==> config.mk <==
export PLATFORM = sky130hd
export DESIGN_NAME = i2s_rx
export DESIGN_NICKNAME = d
export VERILOG_FILES = /design/src/rtl/i2s_rx.sv
export SDC_FILE = /design/constraint.sdc
export NUM_CORES = 1
export LEC_CHECK = 0
export ABC_AREA = 1
export CORE_ASPECT_RATIO = 1.25
export CORE_MARGIN = 3
export CORE_UTILIZATION = 48
export DETAILED_ROUTE_END_ITERATION = 10
export MAX_ROUTING_LAYER = met4
export PLACE_DENSITY = 0.71
export SKIP_CTS_REPAIR_TIMING = 1
export SLEW_MARGIN = 25
export SYNTH_ARGS = -nofsm -noshare
export SYNTH_HDL_FRONTEND = slang
export SYNTH_SLANG_ARGS = --single-unit
==> constraint.sdc <==
create_clock -name clk -period 1.82 [get_ports clk]
set_input_delay 0.364 -clock clk [delete_from_list [all_inputs] [get_ports clk]]
set_output_delay 0.364 -clock clk [all_outputs]
set_load 0.005 [all_outputs]
==> src/rtl/i2s_rx.sv <==
// I2S stereo receiver: synchronizes SCK/WS/SD into the clk domain and assembles
// MSB-first words into left/right parallel outputs with per-frame valid/error strobes.
module i2s_rx #(
  parameter int WIDTH = 16
) (
  input  logic             clk,
  input  logic             rst_n,
  input  logic             sck,
  input  logic             ws,
  input  logic             sd,
  output logic [WIDTH-1:0] l_data,
  output logic [WIDTH-1:0] r_data,
  output logic             valid,
  output logic             frame_err
);

  localparam int IDXW = $clog2(WIDTH + 2);
  localparam int POSW = (WIDTH > 1) ? $clog2(WIDTH) : 1;
  localparam logic [IDXW-1:0] C_WIDTH   = IDXW'(WIDTH);
  localparam logic [IDXW-1:0] C_LAST    = IDXW'(WIDTH - 1);
  localparam logic [IDXW-1:0] C_IDX_MAX = IDXW'(WIDTH + 1);

  logic             r_sck_meta, r_sck_sync, r_sck_prev;
  logic             r_ws_meta, r_ws_sync;
  logic             r_sd_meta, r_sd_sync;
  logic             r_ws_q;
  logic [WIDTH-1:0] r_shreg;
  logic [IDXW-1:0]  r_idx;
  logic             r_synced;
  logic [WIDTH-1:0] r_l_data, r_r_data;
  logic             r_valid, r_frame_err;

  logic             w_strobe;
  logic             w_ws_change;
  logic             w_in_range;
  logic [POSW-1:0]  w_pos;
  logic [WIDTH-1:0] w_word;

  assign w_strobe    = r_sck_sync & ~r_sck_prev;
  assign w_ws_change = r_ws_sync ^ r_ws_q;
  assign w_in_range  = (r_idx < C_WIDTH);
  assign w_pos       = POSW'(C_LAST - r_idx);

  // Shift register contents with the current SD bit merged in at the running index.
  always_comb begin
    w_word = r_shreg;
    if (w_in_range) begin
      w_word[w_pos] = r_sd_sync;
    end else begin
      w_word = r_shreg;
    end
  end

  // Synchronizers, word assembly and output registers.
  always_ff @(posedge clk) begin
    if (!rst_n) begin
      r_sck_meta  <= 1'b0;
      r_sck_sync  <= 1'b0;
      r_sck_prev  <= 1'b0;
      r_ws_meta   <= 1'b0;
      r_ws_sync   <= 1'b0;
      r_sd_meta   <= 1'b0;
      r_sd_sync   <= 1'b0;
      r_ws_q      <= 1'b0;
      r_shreg     <= '0;
      r_idx       <= '0;
      r_synced    <= 1'b0;
      r_l_data    <= '0;
      r_r_data    <= '0;
      r_valid     <= 1'b0;
      r_frame_err <= 1'b0;
    end else begin
      r_sck_meta  <= sck;
      r_sck_sync  <= r_sck_meta;
      r_sck_prev  <= r_sck_sync;
      r_ws_meta   <= ws;
      r_ws_sync   <= r_ws_meta;
      r_sd_meta   <= sd;
      r_sd_sync   <= r_sd_meta;
      r_valid     <= 1'b0;
      r_frame_err <= 1'b0;
      if (w_strobe) begin
        if (!w_ws_change) begin
          r_shreg <= w_word;
          if (r_idx != C_IDX_MAX) begin
            r_idx <= r_idx + IDXW'(1);
          end else begin
            r_idx <= r_idx;
          end
        end else begin
          // This strobe carries the LSB of the word that belonged to r_ws_q.
          if (r_synced) begin
            if (r_ws_q) begin
              r_r_data <= w_word;
            end else begin
              r_l_data <= w_word;
            end
            r_valid     <= r_ws_q;
            r_frame_err <= (r_idx != C_LAST);
          end else begin
            r_valid     <= 1'b0;
            r_frame_err <= 1'b0;
          end
          r_shreg  <= '0;
          r_idx    <= '0;
          r_synced <= 1'b1;
          r_ws_q   <= r_ws_sync;
        end
      end else begin
        r_shreg <= r_shreg;
        r_idx   <= r_idx;
      end
    end
  end

  assign l_data    = r_l_data;
  assign r_data    = r_r_data;
  assign valid     = r_valid;
  assign frame_err = r_frame_err;

endmodule

==> reports/metrics.cfg, run 1 <==
[floorplanning]
rows=32
io_pins=39
die_w_um=77.67
coreArea_mm2=0.006206
die_y_um=95.59
dieArea_mm2=0.007424
initial_core_util_pct=49.66

[drt]
ant_nets=0
vias_per_cell=4.714
drc=0
firstDrtPassIters=5
wl_per_cell_um=11.36
num_vias=2668
drtIter0Drc=139
drt_wl_total_um=6430

[timing]
fin_setup_tns_ns=0
worst_slew_pin_slew_ns=0.4832
skew_ns=0.005292
finalSetupViolations=0
slew_headroom_pct=67.75
period_needed_ns=1.561
drv_slew=0
hold_ws_ns=0.4141
rsz0062_at_grt=false
clock.fmax_ghz=0.6405
hold_viol_final=0
min_period_over_period_pct=85.79

[critical_path]
slowest_delay_ns=0.51
crit_path_start_kind=flop
path_cells=clkdlybuf4s50_1
critical_path_class=reg -> out
worstPathArrival_ns=1.20
critical-path-top-delay-family=buffers and inverters
critPathBufInv=1
end_kind=primary output
crit_required_ns=1.46
critPathSlowestCell=clkdlybuf4s50_1
worst-path-max-fanout=2

[run_status]
outcome=finished, final reports clean

[placement]
dp_hpwl_um=4597
gp_congestion=0.7868
portBuffers=38

[clock_tree]
clk_latency_ns=0.34
clkTransAtPathRegs_ns=0.07
htreeDepth=3
clock_path_buffers=2
cts_buffers=9
cts_tree=yes
cts_sinks=64
cts-root-buf=clkbuf_8

[finish]
drive_gt1_share_pct=13.31
final_util_pct=59.46
final_nets=487
area_delta_synth_final_pct=19.73
antenna-diode-count=0

[yosys]
yosysSeqAreaShare_pct=41.58
synthTopCellsByArea=dfxtp_1 (42%), nand2_1 (19%), inv_1 (7.9%), a21oi_1 (5.4%), nand3_1 (4.4%)
syn-instance-count=432
synth_edf_count=0
synth_warnings=0
synth_common_cells=nand2_1 (154), inv_1 (65), dfxtp_1 (64)
yosysMostFrequentCell=nand2_1
synthesis.nets=442
ys_async_sr_fraction_pct=0
yosys.area.top_type=dfxtp_1
synth.distinct_cells=26
synth_top_flop_cell=dfxtp_1
yosysTopAreaCellShare_pct=41.58
syn_area_mm2=0.003082
avgSynthCellArea_um2=7.134
ys_ff_latch=64

[grt]
grt_pass1_vias=2562
antenna_found_initial=0
track_usage_pct=19.39
grt_max_degree=43
overflow=0
grt_pass1_wl_um=11150

[job]
maxCapViolCount=0

[power_and_ir_drop]
leakage_nw=1.599
ir_drop_mv=0.4475
pwr_density_cell_mw_per_mm2=700.0

[hold_path]
worstHoldPathType=reg -> reg

## routing by layer
metal	global-route usage, %	wire length, um
met1	21.81	2922
met2	32.36	3111
met3	4.159	240
met4	10.24	156
met5	-	0
## cells in the final DEF, fill, tap and decap left out, types with 10 or more instances in the layout
cell type	instances
nand3_1	27
clkdlybuf4s50_1	38
nand2_1	154
a21oi_1	33
a21oi_2	10
dfxtp_1	64
nand3_2	10
nor2_1	22
inv_1	65
## metrics by stage
| step | worst slack, ns | cells | total power [mW] | cell area, um2 |
|---|---|---|---|---|
| 5_1_grt | 0.2060 | 566 | 2.693 | 3690 |
| 3_5_place_dp | 0.2690 | 551 | 1.610 | 3536 |
| 2_1_floorplan | 0.4535 | 432 | 1.568 | 3082 |
| 4_1_cts | 0.2444 | 566 | 2.599 | 3690 |
| 6_report | 0.2587 | 566 | 2.583 | 3690 |
| 3_3_place_gp | 0.2964 | 551 | 1.607 | 3536 |
## state kept, by name (all words and copies together), names as in the netlist
name,count
l_data,16
r_data,16
r_shreg,16
r_idx,5
frame_err,1
r_sck_meta,1
r_sck_prev,1
r_sck_sync,1
r_sd_meta,1
r_sd_sync,1
r_synced,1
r_ws_meta,1
r_ws_q,1
r_ws_sync,1
valid,1
## kinds of logic (layout without fill, tap and decap cells)
family	count (synthesis)	after routing	share of synthesized area, %
fa+ha+maj	5	5	2.030
buf+inv	87	136	12.79
simple gates	229	229	34.67
compound gates	47	47	8.932
flops	64	64	41.58
## worst paths after layout
kind                  start          to  slack [ns]  cells past startpoint
setup / recovery  l_data[5]   l_data[5]        0.26                      1
hold / removal    r_ws_meta   r_ws_sync        0.41                      2
setup reg to reg   r_idx[0]  r_data[11]        0.34                     11
hold reg to reg   r_ws_meta   r_ws_sync        0.41                      2
## final cells by class
class,instances,area [um2]
clock buffers,11,131.4
repair buffers,48,467.9
well taps,85,106.4
multi-input cells,281,1406
clock inverters,4,22.52
flip-flops and latches,64,1281
inverters,73,274.0
fillers,597,2516
## where the power goes
group | leakage, nW | internal, mW | switching [mW]
clock network | 0.0789 | 0.480 | 0.524
registers | 0.517 | 1.41 | 0.0125
logic | 1.00 | 0.0514 | 0.102
total | 1.60 | 1.94 | 0.639
(Power assumes the default switching activity.)
==> run 2: changes to the inputs <==
CORE_MARGIN = 4   (was 3)
==> reports/metrics.cfg, run 2 (synthesis results as in run 1) <==
[critical_path]
crit_path_start_kind=flop
path_cells=clkdlybuf4s50_1
slowest_delay_ns=0.51  ; about the same
critical-path-top-delay-family=buffers and inverters
critical_path_class=reg -> out
critPathSlowestCell=clkdlybuf4s50_1
worst-path-max-fanout=2  ; unchanged
end_kind=primary output
critPathBufInv=1  ; unchanged
r2r_setup_slack_ns=0.32  ; -0.02 ns
worstPathArrival_ns=1.20  ; about the same
crit_required_ns=1.46  ; about the same

[timing]
fin_ws_ns=0.2609  ; +0.002241 ns
slew_headroom_pct=67.12  ; -0.64 points
rsz0062_at_grt=false
min_period_over_period_pct=85.67  ; -0.12 points
clock.fmax_ghz=0.6414  ; +0.14%
hold_ws_ns=0.4160  ; +0.001898 ns
worst_slew_pin_slew_ns=0.4927  ; +0.009542 ns
skew_ns=0.007405  ; +0.002113 ns
period_needed_ns=1.559  ; -0.002241 ns
hold_viol_final=0  ; unchanged
finalSetupViolations=0  ; unchanged
drv_slew=0  ; unchanged
fin_setup_tns_ns=0  ; unchanged

[floorplanning]
coreArea_mm2=0.006206  ; unchanged
dieArea_mm2=0.007774  ; +4.7%
die_y_um=97.59  ; +2.1%
initial_core_util_pct=49.66  ; unchanged
rows=32  ; unchanged
io_pins=39  ; unchanged
die_w_um=79.67  ; +2.6%

[placement]
dp_hpwl_um=4567  ; -0.65%
placed_area_mm2=0.003543  ; +0.21%
place_ws_ns=0.2783  ; +0.009254 ns
dp_cells=552  ; +0.18%
portBuffers=38  ; unchanged
gp_congestion=0.8142  ; +3.5%

[finish]
fillerInstances=592  ; -0.84%
fin_cells=568  ; +0.35%
final_nets=488  ; +0.21%
final_util_pct=60.65  ; +1.2 points
multi_input_area_mm2=0.001406  ; unchanged
area_delta_synth_final_pct=22.13
seqCellArea_mm2=0.001281  ; unchanged
fin_area_mm2=0.003764  ; +2.0%
drive_gt1_share_pct=14.08  ; +0.77 points
final_cell_mix=nand2_1 (154), inv_1 (65), dfxtp_1 (64)
final_common_cell=nand2_1
antenna-diode-count=0  ; unchanged

[drt]
wl_per_cell_um=11.40  ; +0.33%
drc=0  ; unchanged
vias_per_cell=4.660  ; -1.1%
drtIter0Drc=167  ; +20%
drt_wl_total_um=6474  ; +0.68%
ant_nets=0  ; unchanged
firstDrtPassIters=4  ; -1
num_vias=2647  ; -0.79%

[power_and_ir_drop]
p_total_mw=2.917  ; +13%
leakage_nw=1.637  ; +2.4%
ir_drop_mv=0.4085  ; -8.7%
pwr_density_cell_mw_per_mm2=775.2  ; +11%

[clock_tree]
cts_sinks=64  ; unchanged
clock_path_buffers=2  ; unchanged
cts-root-buf=clkbuf_8
cts_tree=yes
clk_latency_ns=0.34  ; about the same
clkTransAtPathRegs_ns=0.07  ; about the same
cts_buffers=9  ; unchanged
htreeDepth=3  ; unchanged

[hold_path]
worstHoldPathType=reg -> reg

[grt]
grt_max_degree=43  ; unchanged
track_usage_pct=18.88  ; -0.51 points
grt_pass1_wl_um=11330  ; +1.6%
antenna_found_initial=0  ; unchanged
overflow=0  ; unchanged
grt_pass1_vias=2477  ; -3.3%

[job]
maxCapViolCount=0  ; unchanged

[run_status]
outcome=finished, final reports clean

-- run 2: cell types whose count changed in the layout (fill, tap and decap cells not counted), sizes merged --
cell / previous run / this run
bufinv: 0 / 2
clkbuf: 11 / 10
buf: 10 / 11
-- run 2: worst paths after layout --
check,startpoint,end,cells past startpoint
setup / recovery,r_data[10],r_data[10],1
hold / removal,r_ws_meta,r_ws_sync,2
setup reg to reg,r_idx[0],r_data[12],9
hold reg to reg,r_ws_meta,r_ws_sync,2
-- run 2: layout make-up --
cell class	instances	area share (%)
multi-input combinational	281	37.37
sequential	64	34.04
timing repair buffer	49	12.63
inverter	73	7.281
clock buffer	10	3.657
tap	85	2.826
clock inverter	6	2.194
-- run 2: layer usage --
layer  GRT usage [%]  vias to the layer above  share of wire, %
li1                -                     1406                 -
met1           22.33                     1188                45
met2           30.93                       41                49
met3           3.618                       12               3.8
met4           7.937                        0               2.0
met5               -                        -                 0
-- run 2: worst min-delay path: cells and delay by family (launching register included) --
kind	cells	cell delay [ns]
simple gates	1	0.04
buf+inv	1	0.04
flops	1	0.31
-- run 2: power breakdown --
group          total [mW]  leakage (nW)  internal [mW]  switching (mW)
clock network        1.34         0.112          0.800           0.537
logic               0.155          1.01         0.0539           0.101
registers            1.42         0.517           1.41          0.0119
total                2.92          1.64           2.27           0.650
